$ cat src/rtl/wave_mixer_pkg.sv
// Shared types and helpers for the wave_mixer sample mixer.
// Holds the sequencer states, the accumulator sizing rule and the output saturator.
package wave_mixer_pkg;

  typedef enum logic [1:0] {
    IDLE,
    CAPTURE,
    MAC,
    EMIT
  } state_e;

  localparam int unsigned SAT_W = 64;

  typedef struct packed {
    logic signed [SAT_W-1:0] value;
    logic                    clip;
  } sat_t;

  // Wide enough for channels_p full-scale products plus one guard bit.
  function automatic int unsigned acc_width(input int unsigned w,
                                            input int unsigned g,
                                            input int unsigned n);
    return w + g + $clog2(n) + 1;
  endfunction

  function automatic sat_t sat_f(input logic signed [SAT_W-1:0] x,
                                 input int unsigned             w);
    logic signed [SAT_W-1:0] hi;
    logic signed [SAT_W-1:0] lo;
    sat_t                    r;
    hi      = (64'sd1 <<< (w - 1)) - 64'sd1;
    lo      = -(64'sd1 <<< (w - 1));
    r.value = x;
    r.clip  = 1'b0;
    if (x > hi) begin
      r.value = hi;
      r.clip  = 1'b1;
    end else if (x < lo) begin
      r.value = lo;
      r.clip  = 1'b1;
    end
    return r;
  endfunction

endpackage

$ cat src/rtl/sample_tick_gen.sv
// Free-running divider producing a one-cycle clock-enable every div_p cycles.
// The pulse sits in the last count so the first tick lands div_p cycles after reset.
module sample_tick_gen #(
  parameter int unsigned div_p = 256
) (
  input  logic clk_i,
  input  logic reset_n_i,
  output logic tick_o
);

  localparam int unsigned CNT_W = (div_p > 1) ? $clog2(div_p) : 1;
  localparam logic [CNT_W-1:0] LAST = CNT_W'(div_p - 1);

  logic [CNT_W-1:0] count;

  // NOTE: sequential state uses non-blocking assignments so every register
  // samples pre-edge values regardless of block ordering.
  always_ff @(posedge clk_i or negedge reset_n_i) begin
    if (!reset_n_i) begin
      count <= '0;
    end else if (count == LAST) begin
      count <= '0;
    end else begin
      count <= count + 1'b1;
    end
  end

  assign tick_o = (count == LAST);

endmodule

$ cat src/rtl/wave_mixer.sv
// N-channel gain-weighted mixer: snapshots all voices on a sample tick, accumulates
// one product per cycle, then saturates into a valid/ready output register.
module wave_mixer
  import wave_mixer_pkg::*;
#(
  parameter int unsigned width_p      = 24,
  parameter int unsigned channels_p   = 4,
  parameter int unsigned gain_width_p = 8,
  parameter int unsigned div_p        = 256
) (
  input  logic                               clk_i,
  input  logic                               reset_n_i,
  input  logic [channels_p-1:0]              en_i,
  input  logic [channels_p*gain_width_p-1:0] gain_i,
  input  logic [channels_p*width_p-1:0]      data_i,
  input  logic [channels_p-1:0]              valid_i,
  output logic                               tick_o,
  output logic [width_p-1:0]                 data_o,
  output logic                               valid_o,
  input  logic                               ready_i,
  output logic                               clip_o,
  output logic                               underrun_o,
  output logic                               overrun_o
);

  localparam int unsigned ACC_W  = acc_width(width_p, gain_width_p, channels_p);
  localparam int unsigned PROD_W = width_p + gain_width_p + 1;
  localparam int unsigned IDX_W  = (channels_p > 1) ? $clog2(channels_p) : 1;
  localparam logic [IDX_W-1:0] LAST_IDX = IDX_W'(channels_p - 1);

  state_e                    state;
  state_e                    state_next;
  logic [IDX_W-1:0]          idx;
  logic signed [ACC_W-1:0]   acc;
  logic signed [ACC_W-1:0]   res;
  logic signed [PROD_W-1:0]  prod;
  logic signed [width_p-1:0] data_q [channels_p];
  logic [gain_width_p-1:0]   gain_q [channels_p];
  sat_t                      sat;
  logic                      unused_sat_hi;

  sample_tick_gen #(
    .div_p(div_p)
  ) u_tick (
    .clk_i    (clk_i),
    .reset_n_i(reset_n_i),
    .tick_o   (tick_o)
  );

  always_ff @(posedge clk_i or negedge reset_n_i) begin
    if (!reset_n_i) state <= IDLE;
    else            state <= state_next;
  end

  // NOTE: next-state gets its default before the case so no path leaves it
  // unassigned, which would otherwise infer a latch.
  always_comb begin
    state_next = state;
    case (state)
      IDLE:    if (tick_o) state_next = CAPTURE;
      CAPTURE: state_next = MAC;
      MAC:     if (idx == LAST_IDX) state_next = EMIT;
      EMIT:    state_next = IDLE;
      default: state_next = IDLE;
    endcase
  end

  // Signed sample times zero-extended gain; the extra bit keeps the gain positive.
  assign prod = PROD_W'(data_q[idx]) * $signed(PROD_W'({1'b0, gain_q[idx]}));
  assign res  = acc >>> (gain_width_p - 1);
  assign sat  = sat_f(SAT_W'(res), width_p);
  assign unused_sat_hi = ^sat.value[SAT_W-1:width_p];

  // NOTE: the snapshot arrays are reset along with the rest of the datapath so
  // a reset landing mid-MAC never leaves X values feeding the multiplier.
  always_ff @(posedge clk_i or negedge reset_n_i) begin
    if (!reset_n_i) begin
      idx        <= '0;
      acc        <= '0;
      data_o     <= '0;
      valid_o    <= 1'b0;
      clip_o     <= 1'b0;
      underrun_o <= 1'b0;
      overrun_o  <= 1'b0;
      for (int unsigned c = 0; c < channels_p; c++) begin
        data_q[c] <= '0;
        gain_q[c] <= '0;
      end
    end else begin
      case (state)
        CAPTURE: begin
          for (int unsigned c = 0; c < channels_p; c++) begin
            data_q[c] <= (en_i[c] & valid_i[c]) ? data_i[c*width_p +: width_p] : '0;
            gain_q[c] <= gain_i[c*gain_width_p +: gain_width_p];
          end
          if (|(en_i & ~valid_i)) underrun_o <= 1'b1;
          acc <= '0;
          idx <= '0;
        end
        MAC: begin
          acc <= acc + ACC_W'(prod);
          idx <= idx + 1'b1;
        end
        default: ;
      endcase

      // A new sample always wins; losing an unconsumed one is flagged.
      if (state == EMIT) begin
        data_o  <= sat.value[width_p-1:0];
        valid_o <= 1'b1;
        if (sat.clip)            clip_o    <= 1'b1;
        if (valid_o && !ready_i) overrun_o <= 1'b1;
      end else if (valid_o && ready_i) begin
        valid_o <= 1'b0;
      end
    end
  end

endmodule

$ cat config.mk
export PLATFORM = sky130hd
export DESIGN_NAME = wave_mixer
export DESIGN_NICKNAME = d
export VERILOG_FILES = /design/src/rtl/wave_mixer_pkg.sv /design/src/rtl/sample_tick_gen.sv /design/src/rtl/wave_mixer.sv
export SDC_FILE = /design/constraint.sdc
export NUM_CORES = 1
export LEC_CHECK = 0
export ABC_AREA = 1
export BUFFER_PORTS_ARGS = -buffer_cell sky130_fd_sc_hd__clkbuf_2
export CORE_MARGIN = 4
export CORE_UTILIZATION = 28
export CTS_CLUSTER_DIAMETER = 80
export CTS_CLUSTER_SIZE = 28
export DETAILED_ROUTE_END_ITERATION = 8
export GPL_ROUTABILITY_DRIVEN = 0
export GPL_TIMING_DRIVEN = 0
export PLACE_DENSITY = 0.56
export SETUP_SLACK_MARGIN = 0.3
export SYNTH_ARGS = -nofsm -noshare
export SYNTH_HDL_FRONTEND = slang
export SYNTH_HIERARCHICAL = 1
export SYNTH_SLANG_ARGS = --single-unit
$ cat constraint.sdc
create_clock -name clk_i -period 9 [get_ports clk_i]
set_input_delay 1.8 -clock clk_i [delete_from_list [all_inputs] [get_ports clk_i]]
set_output_delay 1.8 -clock clk_i [all_outputs]
set_load 0.01 [all_outputs]
==> metrics.cfg <==
[status]
status = complete, no violations

[sta]
fin_tns_setup_ns = 0
slew_headroom_pct = 42.1
layout_setup_ws_ns = 2.64
skew_ns = 0.0377
fin_crit_sh_pct = 70.7
hold_violations = 0
rsz0062_at_grt = false
drv_slew = 0
min_period_ns = 6.36
setup_violations = 0
holdWs_ns = 0.468
fmax_mhz = 157
worst_pin_slew_ns = 0.869

[cts]
post_cts_buffers = 0
cts_tree = built
clock-sinks = 203
clock_latency_ns = 0.53
cts_buffers = 16
cts_resized = 0
cts.path.max_buffers = 3
cts_root_buf = clkbuf_16
htree_levels = 1
cts.hold.buffers_added = 0
clk_pin_slew_ns = 0.10

[cells_and_area]
area_growth_pct = 14.3
finalNetCount = 2781
final_layout_size_suffix_gt1_share_pct = 13.9
final_util_pct = 32.5
diodes = 0

[power]
p_int_w = 0.00132
clkPwrFrac_pct = 45.0
vdd_drop_max_mv = 0.0894
p_total_w = 0.00178
p_leak_nw = 11.2
cellPowerDensity_nw_per_um2 = 88.1
p_sw_share_pct = 25.8
switchingPower_w = 0.000460
p_comb_share_pct = 3.8
power_frac_seq_pct = 51.2

[synth]
yosysTopAreaCell = dfrtp_1
yosysTopAreaCellShare_pct = 28.7
yosysWarnings = 6
synthCells = 2191
synth_nets = 2594
seq_area_frac_synth_pct = 28.7
ys.flop_type = dfrtp_1
netlist_top_cells_area = dfrtp_1, fa_1, nand2_1
synth_cell_type_count = 45
netlist_area_um2 = 17700
ys_ff_latch = 203
synthArstFlopShare_pct = 100
avgSynthCellArea_um2 = 8.07
synth_edf_count = 0

[route]
drt_pass1_iterations = 5
drc = 0
first_iter_violations = 878
route.met2.wl_um = 23400
dr_wl_met3_um = 2610
top_layer_used = met4
avgViaCountPerCell = 4.43
wl_per_cell_um = 16.1
ant_nets = 0
drt-total-wl_um = 52000
num_vias = 14300
wl_met1_um = 24600

[critical_path]
critical_path_class = flip-flop to flip-flop
max_stage_delay_ns = 0.55
critPathMaxFanout = 10
worst_setup_path_end_kind = flip-flop
required_ns = 9.38
cpMaxStageDelayCell = fa_1
setup.worst_path.start_class = flip-flop
arrival_ns = 6.74

[placement]
io_buffers = 167
dp_hpwl_um = 43800
pre_cts_ws_ns = 2.63

[hold_path]
hp-class = flip-flop to flip-flop

[floorplan]
core_area_um2 = 62200
die_area_um2 = 67300
row_count = 91
io_pins = 168
dieWidth_um = 259
dieHeight_um = 259
start_util_pct = 28.5

[grt]
grt_pass1_wl_um = 82200
globalRoute.totalOverflow = 0
antenna_found_initial = 0
grt_start_max_net_pins = 88
grt_pass1_vias = 14600
grt_util_all_layers_pct = 15.4

[job]
drv_cap = 0

[critical path, delay by kind of cell (launching register included)]
family | cells | cell delay (ns)
AND/OR/NAND/NOR | 6 | 0.73
buffers and inverters | 10 | 1.15
adder cells (fa/ha/maj) | 6 | 2.89
flip-flops | 1 | 0.45
AO/OA/AOI/OAI | 4 | 1.01
[flip-flops by register name, indices dropped and copies added, names as in the netlist]
| register | flops |
|---|---|
| underrun_o | 1 |
| gain_q | 32 |
| acc | 35 |
| clip_o | 1 |
| valid_o | 1 |
| overrun_o | 1 |
| state | 2 |
| idx | 2 |
| data_q | 96 |
| data_o | 24 |
| u_tick/count | 8 |
[worst paths after layout]
| check | from | end | slack (ns) | cells past startpoint |
|---|---|---|---|---|
| setup reg to reg | idx[0]$_DFFE_PN0P_ | acc[12]$_DFFE_PN0P_ | 2.64 | 26 |
| hold / removal | clip_o$_DFFE_PN0P_ | clip_o$_DFFE_PN0P_ | 0.47 | 2 |
| max in group asynchronous | reset_n_i | acc[33]$_DFFE_PN0P_ | 7.03 | 2 |
| setup / recovery | idx[0]$_DFFE_PN0P_ | acc[12]$_DFFE_PN0P_ | 2.64 | 26 |
| min in group asynchronous | reset_n_i | data_q[31]$_DFFE_PN0P_ | 1.16 | 1 |
| hold reg to reg | clip_o$_DFFE_PN0P_ | clip_o$_DFFE_PN0P_ | 0.47 | 2 |
[stage by stage]
stage	std cells	cell area, um^2
final	3225	20200
after global routing	3225	20200
after CTS	3225	20200
after detailed placement	3197	19600
after global placement	3195	19600
after floorplan	2191	17700
[routing by layer]
metal	GRT usage, %	up-vias
li1	-	7086
met1	22.2	6761
met2	25.0	357
met3	1.67	71
met4	3.43	0
met5	0	-
[synthesized netlist by cell type (5+ instances only)]
| cell | instances |
|---|---|
| nand2_1 | 493 |
| inv_1 | 488 |
| nor2_1 | 231 |
| dfrtp_1 | 203 |
| fa_1 | 183 |
| o22ai_1 | 109 |
| o21ai_0 | 83 |
| ha_1 | 81 |
| a21oi_1 | 71 |
| nand3_1 | 37 |
| buf_2 | 29 |
| clkbuf_1 | 29 |
| mux2_2 | 26 |
| a32oi_2 | 23 |
| inv_2 | 19 |
| buf_6 | 12 |
| nor3_1 | 8 |
| nor2_2 | 7 |
| a32oi_4 | 5 |
| buf_4 | 5 |
| o21bai_1 | 5 |
[cell families after synthesis]
kind of cell               Yosys count  synth area share [%]
and+or+nand+nor                    790                  17.4
buffers and inverters              591                  13.5
AOI/OAI and AO/OA                  311                  12.0
adders and majority gates          264                  26.4
DFF                                203                  28.7
muxes                               26                  1.66
xor gates and xnor gates             6                 0.297
[power by group through the flow]
stage                     clock, W  sequential (W)  combinational (W)
after floorplan                  0        0.000930         0.00000876
after global placement           0        0.000930          0.0000674
after detailed placement         0        0.000929          0.0000703
after CTS                 0.000824        0.000911          0.0000706
after global routing      0.000856        0.000911          0.0000761
final                     0.000802        0.000911          0.0000685
[area by class of cell]
type,instances,area [um^2]
fill,6802,42000
multi-input combinational,1397,10200
sequential,203,5080
inverter,511,1930
tap,837,1050
timing repair buffer,169,900
buffer,80,457
clock buffer,18,429
clock inverter,10,153
[cell usage in the layout, fill, tap and decap left out, types with 8 or more instances in the layout]
cell | Yosys | layout
nand2_1 | 493 | 493
o22ai_1 | 109 | 109
o21ai_0 | 83 | 83
inv_1 | 488 | 488
nor2_1 | 231 | 231
a21oi_1 | 71 | 71
mux2_2 | 26 | 26
nand3_1 | 37 | 37
clkbuf_16 | 0 | 17
inv_2 | 19 | 19
dfrtp_1 | 203 | 203
nor3_1 | 8 | 8
fa_1 | 183 | 183
ha_1 | 81 | 81
buf_6 | 12 | 12
buf_2 | 29 | 29
a32oi_2 | 23 | 23
clkbuf_1 | 29 | 30
clkbuf_2 | 0 | 166
No activity file was read; power rests on OpenSTA's default activity.
